### src/rtl/result_writeback_pkg.sv
// Shared definitions for the result writeback path.
// Holds the default geometry constants, the writeback FSM state type, the
// result bundle layout for the default geometry and a helper that gives the
// flattened bundle width for any geometry.
package result_writeback_pkg;

    localparam int unsigned WB_DATA_WIDTH   = 16;
    localparam int unsigned WB_IMAGE_WIDTH  = 8;
    localparam int unsigned WB_IMAGE_HEIGHT = 8;
    localparam int unsigned WB_NUM_UNITS    = 2;
    localparam int unsigned WB_FIFO_DEPTH   = 2;
    localparam int unsigned WB_AW           = $clog2(WB_IMAGE_WIDTH * WB_IMAGE_HEIGHT);

    typedef enum logic [1:0] {
        StIdle,
        StLoad,
        StWrite,
        StDone
    } wb_state_e;

    // Bundle layout for the default geometry; parameterised instances use the
    // same field order {mask, relu, addr} in a flat vector.
    typedef struct packed {
        logic [WB_NUM_UNITS-1:0]               mask;
        logic [WB_NUM_UNITS*WB_DATA_WIDTH-1:0] relu;
        logic [WB_NUM_UNITS*WB_AW-1:0]         addr;
    } wb_bundle_t;

    function automatic int unsigned bundle_width(input int unsigned num_units,
                                                 input int unsigned data_width,
                                                 input int unsigned aw);
        return num_units + num_units * data_width + num_units * aw;
    endfunction

endpackage

### src/rtl/result_writeback_fifo.sv
// result_fifo: small synchronous FIFO holding captured result bundles.
// Ports:
//   clk, reset    clock and asynchronous active-high reset
//   push, wdata   write one entry (caller guarantees space or a same-cycle pop)
//   pop, rdata    rdata shows the head entry; pop removes it
//   full, empty   occupancy flags
// DEPTH must be a power of two, at least 2. Pointers carry one extra wrap bit
// so full and empty are distinguishable when the index bits match.
module result_fifo
    import result_writeback_pkg::*;
#(
    parameter int unsigned WIDTH = 8,
    parameter int unsigned DEPTH = WB_FIFO_DEPTH
) (
    input  logic             clk,
    input  logic             reset,
    input  logic             push,
    input  logic [WIDTH-1:0] wdata,
    input  logic             pop,
    output logic [WIDTH-1:0] rdata,
    output logic             full,
    output logic             empty
);

    localparam int unsigned PW = $clog2(DEPTH);

    logic [PW:0]      wr_ptr_q;
    logic [PW:0]      rd_ptr_q;
    logic [WIDTH-1:0] mem_q [DEPTH];

    always_ff @(posedge clk or posedge reset) begin
        if (reset) begin
            wr_ptr_q <= '0;
            rd_ptr_q <= '0;
        end else begin
            if (push) wr_ptr_q <= wr_ptr_q + (PW + 1)'(1);
            if (pop)  rd_ptr_q <= rd_ptr_q + (PW + 1)'(1);
        end
    end

    // Storage needs no reset; entries are only read once written.
    always_ff @(posedge clk) begin
        if (push) mem_q[wr_ptr_q[PW-1:0]] <= wdata;
    end

    assign rdata = mem_q[rd_ptr_q[PW-1:0]];
    assign empty = (wr_ptr_q == rd_ptr_q);
    assign full  = (wr_ptr_q[PW] != rd_ptr_q[PW]) && (wr_ptr_q[PW-1:0] == rd_ptr_q[PW-1:0]);

endmodule

### src/rtl/result_writeback.sv
// result_writeback: buffers ReLU result bundles from the compute units and
// writes every enabled unit's word to image memory, one at a time.
// Ports:
//   clk, reset        clock, asynchronous active-high reset
//   tpu_done          completion level; a 0->1 transition captures a bundle
//   done_array        per-unit enable mask captured with the bundle
//   relu_out          per-unit result words, unit i at [i*DATA_WIDTH +: DATA_WIDTH]
//   dest_addr         per-unit destination address, unit i at [i*AW +: AW]
//   mem_we/addr/wdata write request, held until mem_ready at a clock edge
//   mem_ready         memory accepts the current write
//   busy              FIFO non-empty or FSM not idle
//   wb_done           one-cycle pulse per bundle processed
//   overflow          sticky: a bundle was dropped because the FIFO was full
//   clear_overflow    synchronous clear of overflow (a same-cycle drop wins)
module result_writeback
    import result_writeback_pkg::*;
#(
    parameter int unsigned DATA_WIDTH   = WB_DATA_WIDTH,
    parameter int unsigned IMAGE_WIDTH  = WB_IMAGE_WIDTH,
    parameter int unsigned IMAGE_HEIGHT = WB_IMAGE_HEIGHT,
    parameter int unsigned NUM_UNITS    = WB_NUM_UNITS,
    parameter int unsigned FIFO_DEPTH   = WB_FIFO_DEPTH,
    localparam int unsigned AW          = $clog2(IMAGE_WIDTH * IMAGE_HEIGHT)
) (
    input  logic                            clk,
    input  logic                            reset,
    input  logic                            tpu_done,
    input  logic [NUM_UNITS-1:0]            done_array,
    input  logic [NUM_UNITS*DATA_WIDTH-1:0] relu_out,
    input  logic [NUM_UNITS*AW-1:0]         dest_addr,
    output logic                            mem_we,
    output logic [AW-1:0]                   mem_addr,
    output logic [DATA_WIDTH-1:0]           mem_wdata,
    input  logic                            mem_ready,
    output logic                            busy,
    output logic                            wb_done,
    output logic                            overflow,
    input  logic                            clear_overflow
);

    localparam int unsigned RW  = NUM_UNITS * DATA_WIDTH;
    localparam int unsigned DAW = NUM_UNITS * AW;
    localparam int unsigned BW  = bundle_width(NUM_UNITS, DATA_WIDTH, AW);
    localparam int unsigned IW  = (NUM_UNITS > 1) ? $clog2(NUM_UNITS) : 1;

    logic           tpu_done_q;
    logic           armed_q;
    logic           capture;
    logic           fifo_push;
    logic           fifo_pop;
    logic           fifo_full;
    logic           fifo_empty;
    logic [BW-1:0]  fifo_wdata;
    logic [BW-1:0]  fifo_rdata;

    logic [NUM_UNITS-1:0] head_mask;
    logic [RW-1:0]        head_relu;
    logic [DAW-1:0]       head_addr;

    wb_state_e            state_q;
    logic [NUM_UNITS-1:0] pend_q;   // enabled units not yet presented
    logic [RW-1:0]        relu_q;
    logic [DAW-1:0]       addr_q;

    // armed_q blocks a capture in the first cycle after reset, so a tpu_done
    // level that was already high when reset released is not taken as an edge.
    assign capture    = armed_q & tpu_done & ~tpu_done_q;
    assign fifo_pop   = (state_q == StLoad);
    assign fifo_push  = capture & (~fifo_full | fifo_pop);
    assign fifo_wdata = {done_array, relu_out, dest_addr};
    assign {head_mask, head_relu, head_addr} = fifo_rdata;
    assign busy       = ~fifo_empty | (state_q != StIdle);

    result_fifo #(
        .WIDTH (BW),
        .DEPTH (FIFO_DEPTH)
    ) u_fifo (
        .clk   (clk),
        .reset (reset),
        .push  (fifo_push),
        .wdata (fifo_wdata),
        .pop   (fifo_pop),
        .rdata (fifo_rdata),
        .full  (fifo_full),
        .empty (fifo_empty)
    );

    // Lowest enabled unit of either the head bundle (LOAD) or the remaining
    // units of the bundle being written (WRITE).
    logic [NUM_UNITS-1:0]  sel_src;
    logic [RW-1:0]         relu_src;
    logic [DAW-1:0]        addr_src;
    logic [IW-1:0]         sel_idx;
    logic                  sel_any;
    logic [NUM_UNITS-1:0]  sel_rest;
    logic [AW-1:0]         sel_addr;
    logic [DATA_WIDTH-1:0] sel_data;

    always_comb begin
        sel_src  = fifo_pop ? head_mask : pend_q;
        relu_src = fifo_pop ? head_relu : relu_q;
        addr_src = fifo_pop ? head_addr : addr_q;
        sel_idx  = '0;
        sel_any  = 1'b0;
        for (int i = NUM_UNITS - 1; i >= 0; i--) begin
            if (sel_src[i]) begin
                sel_idx = IW'(i);
                sel_any = 1'b1;
            end
        end
        sel_rest = sel_src & ~(NUM_UNITS'(1) << sel_idx);
        sel_addr = addr_src[sel_idx * AW +: AW];
        sel_data = relu_src[sel_idx * DATA_WIDTH +: DATA_WIDTH];
    end

    always_ff @(posedge clk or posedge reset) begin
        if (reset) begin
            state_q    <= StIdle;
            tpu_done_q <= 1'b0;
            armed_q    <= 1'b0;
            pend_q     <= '0;
            relu_q     <= '0;
            addr_q     <= '0;
            mem_we     <= 1'b0;
            mem_addr   <= '0;
            mem_wdata  <= '0;
            wb_done    <= 1'b0;
            overflow   <= 1'b0;
        end else begin
            tpu_done_q <= tpu_done;
            armed_q    <= 1'b1;
            wb_done    <= 1'b0;

            if (capture && fifo_full && !fifo_pop) begin
                overflow <= 1'b1;
            end else if (clear_overflow) begin
                overflow <= 1'b0;
            end

            unique case (state_q)
                StIdle: begin
                    if (!fifo_empty) state_q <= StLoad;
                end
                StLoad: begin
                    relu_q <= head_relu;
                    addr_q <= head_addr;
                    pend_q <= sel_rest;
                    if (sel_any) begin
                        state_q   <= StWrite;
                        mem_we    <= 1'b1;
                        mem_addr  <= sel_addr;
                        mem_wdata <= sel_data;
                    end else begin
                        state_q <= StDone;
                        wb_done <= 1'b1;
                    end
                end
                StWrite: begin
                    if (mem_ready) begin
                        if (sel_any) begin
                            mem_addr  <= sel_addr;
                            mem_wdata <= sel_data;
                            pend_q    <= sel_rest;
                        end else begin
                            mem_we  <= 1'b0;
                            state_q <= StDone;
                            wb_done <= 1'b1;
                        end
                    end
                end
                StDone: begin
                    state_q <= StIdle;
                end
                default: begin
                    state_q <= StIdle;
                end
            endcase
        end
    end

endmodule

### config.mk
export PLATFORM = sky130hd
export DESIGN_NAME = result_writeback
export DESIGN_NICKNAME = d
export VERILOG_FILES = /design/src/rtl/result_writeback_pkg.sv /design/src/rtl/result_writeback_fifo.sv /design/src/rtl/result_writeback.sv
export SDC_FILE = /design/constraint.sdc
export NUM_CORES = 1
export LEC_CHECK = 0
export CELL_PAD_IN_SITES_DETAIL_PLACEMENT = 0
export CELL_PAD_IN_SITES_GLOBAL_PLACEMENT = 1
export CORE_UTILIZATION = 50
export CTS_CLUSTER_SIZE = 24
export DETAILED_ROUTE_END_ITERATION = 10
export GPL_TIMING_DRIVEN = 0
export PLACE_DENSITY_LB_ADDON = 0.25
export SETUP_SLACK_MARGIN = 0.02
export SLEW_MARGIN = 20
export SYNTH_ARGS = -nofsm -noshare
export SYNTH_HDL_FRONTEND = slang
export SYNTH_SLANG_ARGS = --single-unit
### constraint.sdc
create_clock -name clk -period 7 [get_ports clk]
set_input_delay 1.4 -clock clk [delete_from_list [all_inputs] [get_ports clk]]
set_output_delay 1.4 -clock clk [all_outputs]
set_load 0.02 [all_outputs]
==> flow_summary.yaml <==
run_status:
  outcome: "finished, final reports clean"
finish:
  fillers: 1022
  diode_count: 0
  layout-area-overhead-vs-synth_pct: 24.0
  layout.cell_area.non_filler_sq_mm: 0.00845
  nets_final: 641
  layout-drive-gt1-share_pct: 13.4
clock_tree:
  cts_setup_buffers: 0
  cts_hold_buf: 0
  post_cts_resize_count: 0
  root_buffer: "sky130_fd_sc_hd__clkbuf_16"
  cts_max_path_bufs: 2
  clock_latency_ps: 420
  cts.sinks: 171
  tritoncts: "yes"
  cts.reportedPaths.clkPinSlew_ps: 60
  clock_tree.htree_level_count: 4
  cts_inserted_buffers: 17
placement:
  io_buffers: 76
  dp_hpwl_mm: 9.33
  placed_area_sq_mm: 0.00786
  finalWeightedCongestion: 0.809
setup_path:
  worst-setup-path-type: "register to primary output"
  regToRegStartpoint: "state_q[1]"
  worstPathRequired_ps: 5600
  critical_path.startpoint: "u_fifo.rd_ptr_q[0]"
  worst_setup_path_start_kind: "register"
  critPathArrivalTime_ps: 2310
  crit_path_max_fanout: 10
  critical_path.endpoint_type: "primary output"
floorplanning:
  floorplan.die.width_um: 119
  initial_core_util_pct: 51.3
  design.die.area_sq_mm: 0.0141
  ioPinCount: 77
  die_h_um: 119
  placement_rows: 42
  core_region_area_sq_mm: 0.0133
sta:
  tightest_slew_ps: 740
  headroom_to_the_max_slew_limit_pct: 50.6
  setup_total_negative_slack_ps: 0
  finClkSkew_ps: 10.7
  finalSetupViolations: 0
  timing.final.crit_period_ps: 3710
  timing.hold.ws_ps: 488
  final_hold_viol_count: 0
  grt_setup_unrepaired: "no"
  fin_crit_sh_pct: 53.0
  timing.fmax_mhz: 269
  timing.final.max_slew_violations: 0
drt:
  drc: 0
  detail_route_antenna_nets: 0
  dr_wl_met2_mm: 6.69
  detailroute.wirelength.met3_um: 490
  route.detailed.wl_per_inst_um: 17.7
  drt_initial_violations: 313
  metal_1_wl_mm: 6.27
  routed-via-count: 4182
  drt_pass1_iterations: 5
  routed_wl_mm: 13.7
  routed.top_layer: "met4"
  post_drt_via_cell_ratio: 5.40
yosys:
  yosysTopAreaCellShare_pct: 40.5
  synthTopCellsByArea: "sky130_fd_sc_hd__edfxtp_1 (41%), sky130_fd_sc_hd__dfrtp_1 (29%), sky130_fd_sc_hd__mux2i_1 (6.8%), sky130_fd_sc_hd__nor2_1 (3.7%), sky130_fd_sc_hd__o31ai_2 (3.5%)"
  yosysTopAreaCell: "sky130_fd_sc_hd__edfxtp_1"
  netlist-cell-type-count: 50
  ffs_w_async_s_r_synth_pct: 46.2
  combined_area_of_all_synthesized_cells_sq_mm: 0.00682
  ys.flop_type: "sky130_fd_sc_hd__edfxtp_1"
  synth_nets: 544
  yosysSeqAreaShare_pct: 69.5
  synth_warnings: 0
  synth.ff_latch_count: 171
  synth_cells: 489
  avgSynthCellArea_sq_um: 13.9
  synth-edff-count: 92
power_and_ir_drop:
  post-layout-total-power_mw: 3.94
  power.density_mw_per_mm2: 466
  worst_ir_drop_vdd_mv: 0.257
  leakage_nw: 3.23
min_path:
  hp-class: "register to register"
  min-delay-start: "u_fifo.wr_ptr_q[1]"
job:
  max-cap-violations: 0
global_routing:
  maximum_number_of_pins_on_one_net_before_global_route_repair: 58
  grt_first_pass_wirelength_mm: 22.7
  grt_usage_pct: 21.3
  global_route.overflow_total: 0
  number_of_antenna_violations_at_the_first_check_in_global_routing: 0
  number_of_global_route_vias_before_repair: 4344
==> cell usage after synthesis (2+ instances only) <==
| master | number |
|---|---|
| sky130_fd_sc_hd__mux2i_1 | 46 |
| sky130_fd_sc_hd__clkbuf_1 | 4 |
| sky130_fd_sc_hd__inv_1 | 10 |
| sky130_fd_sc_hd__buf_8 | 2 |
| sky130_fd_sc_hd__a21oi_1 | 47 |
| sky130_fd_sc_hd__nor2_1 | 68 |
| sky130_fd_sc_hd__nand3_1 | 2 |
| sky130_fd_sc_hd__edfxtp_1 | 92 |
| sky130_fd_sc_hd__o31ai_1 | 2 |
| sky130_fd_sc_hd__buf_2 | 12 |
| sky130_fd_sc_hd__o31ai_2 | 19 |
| sky130_fd_sc_hd__buf_4 | 5 |
| sky130_fd_sc_hd__buf_6 | 4 |
| sky130_fd_sc_hd__ha_1 | 4 |
| sky130_fd_sc_hd__nor4_1 | 2 |
| sky130_fd_sc_hd__nand2_1 | 6 |
| sky130_fd_sc_hd__dfrtp_1 | 79 |
| sky130_fd_sc_hd__xnor2_1 | 2 |
| sky130_fd_sc_hd__buf_1 | 2 |
| sky130_fd_sc_hd__nor3_1 | 24 |
| sky130_fd_sc_hd__a31oi_1 | 2 |
| sky130_fd_sc_hd__xor2_1 | 4 |
| sky130_fd_sc_hd__o21ai_0 | 21 |
| sky130_fd_sc_hd__a211oi_1 | 2 |
| sky130_fd_sc_hd__o21ai_1 | 2 |
| sky130_fd_sc_hd__and2_1 | 2 |
==> worst max-delay path, cell delays in order (launching register included) <==
cell and delay, ps:
sky130_fd_sc_hd__dfrtp_1 370, sky130_fd_sc_hd__buf_6 150, sky130_fd_sc_hd__xnor2_1 230, sky130_fd_sc_hd__nor3b_1 520, sky130_fd_sc_hd__inv_1 80, sky130_fd_sc_hd__clkdlybuf4s50_1 550
==> cell usage in the layout (no fill, tap or decap), types with 5 or more instances in the layout <==
cell type / synthesis / routed
sky130_fd_sc_hd__clkbuf_16: 0 / 17
sky130_fd_sc_hd__inv_1: 10 / 9
sky130_fd_sc_hd__a21oi_1: 47 / 47
sky130_fd_sc_hd__nand2_1: 6 / 6
sky130_fd_sc_hd__o31ai_2: 19 / 19
sky130_fd_sc_hd__buf_2: 12 / 12
sky130_fd_sc_hd__clkdlybuf4s50_1: 0 / 76
sky130_fd_sc_hd__buf_4: 5 / 5
sky130_fd_sc_hd__o21ai_0: 21 / 21
sky130_fd_sc_hd__mux2i_1: 46 / 46
sky130_fd_sc_hd__edfxtp_1: 92 / 92
sky130_fd_sc_hd__nor2_1: 68 / 68
sky130_fd_sc_hd__dfrtp_1: 79 / 79
sky130_fd_sc_hd__clkbuf_1: 4 / 5
sky130_fd_sc_hd__nor3_1: 24 / 24
==> where the power goes <==
part	total, mW	switching [mW]	leakage (nW)	internal [mW]
combinational	1.55	0.926	1.23	0.621
sequential	1.45	0.112	1.73	1.34
clock	0.935	0.369	0.276	0.565
==> metal layers <==
metal	vias up	track usage [%]
met4	0	9.49
met3	20	4.20
li1	1981	-
met5	-	0
met2	86	33.6
met1	2095	28.7
==> registers in the layout, indices dropped and copies added, names as in the netlist <==
signal and count:
u_fifo.mem_q 92, relu_q 32, mem_wdata 16, addr_q 12, mem_addr 6, pend_q 2, state_q 2, u_fifo.rd_ptr_q 2
u_fifo.wr_ptr_q 2, armed_q 1, mem_we 1, overflow 1, tpu_done_q 1, wb_done 1
==> final timing paths <==
kind	end	slack (ps)	cells after the start
max	busy	3290	5
min	u_fifo.wr_ptr_q[1]	490	1
max reg2reg	u_fifo.mem_q[0][10]	4160	8
min reg2reg	u_fifo.wr_ptr_q[1]	490	1
max in group asynchronous	addr_q[10]	5120	3
min in group asynchronous	mem_we	1300	2
==> cells by family (layout without fill, tap and decap cells) <==
kind of cell	count (synthesis)	after routing	share of synthesized area (%)
other	1	1	0.0550
xor gates and xnor gates	6	6	0.771
DFF	171	171	69.5
adders and majority gates	4	4	0.734
muxes	48	48	7.31
buffers and inverters	39	149	3.41
AOI/OAI and AO/OA	103	103	10.2
and+or+nand+nor	117	117	7.97
==> metrics by stage <==
stage	util, %	instances	setup WS [ps]
2_1_floorplan	-	489	2730
3_3_place_gp	58.6	741	1070
3_5_place_dp	59.1	743	3410
4_1_cts	63.6	775	3270
5_1_grt	63.6	775	3110
6_report	63.6	775	3290
==> area by class of cell <==
| class | count | area [sq um] | share of cell area [%] |
|---|---|---|---|
| multi-input combinational | 279 | 1850 | 21.9 |
| clock inverter | 13 | 149 | 1.76 |
| buffer | 29 | 195 | 2.31 |
| inverter | 10 | 40.0 | 0.474 |
| timing repair buffer | 78 | 808 | 9.57 |
| tap | 176 | 220 | 2.61 |
| sequential | 171 | 4740 | 56.1 |
| clock buffer | 19 | 443 | 5.24 |
Power figures use the tool's default switching activity.
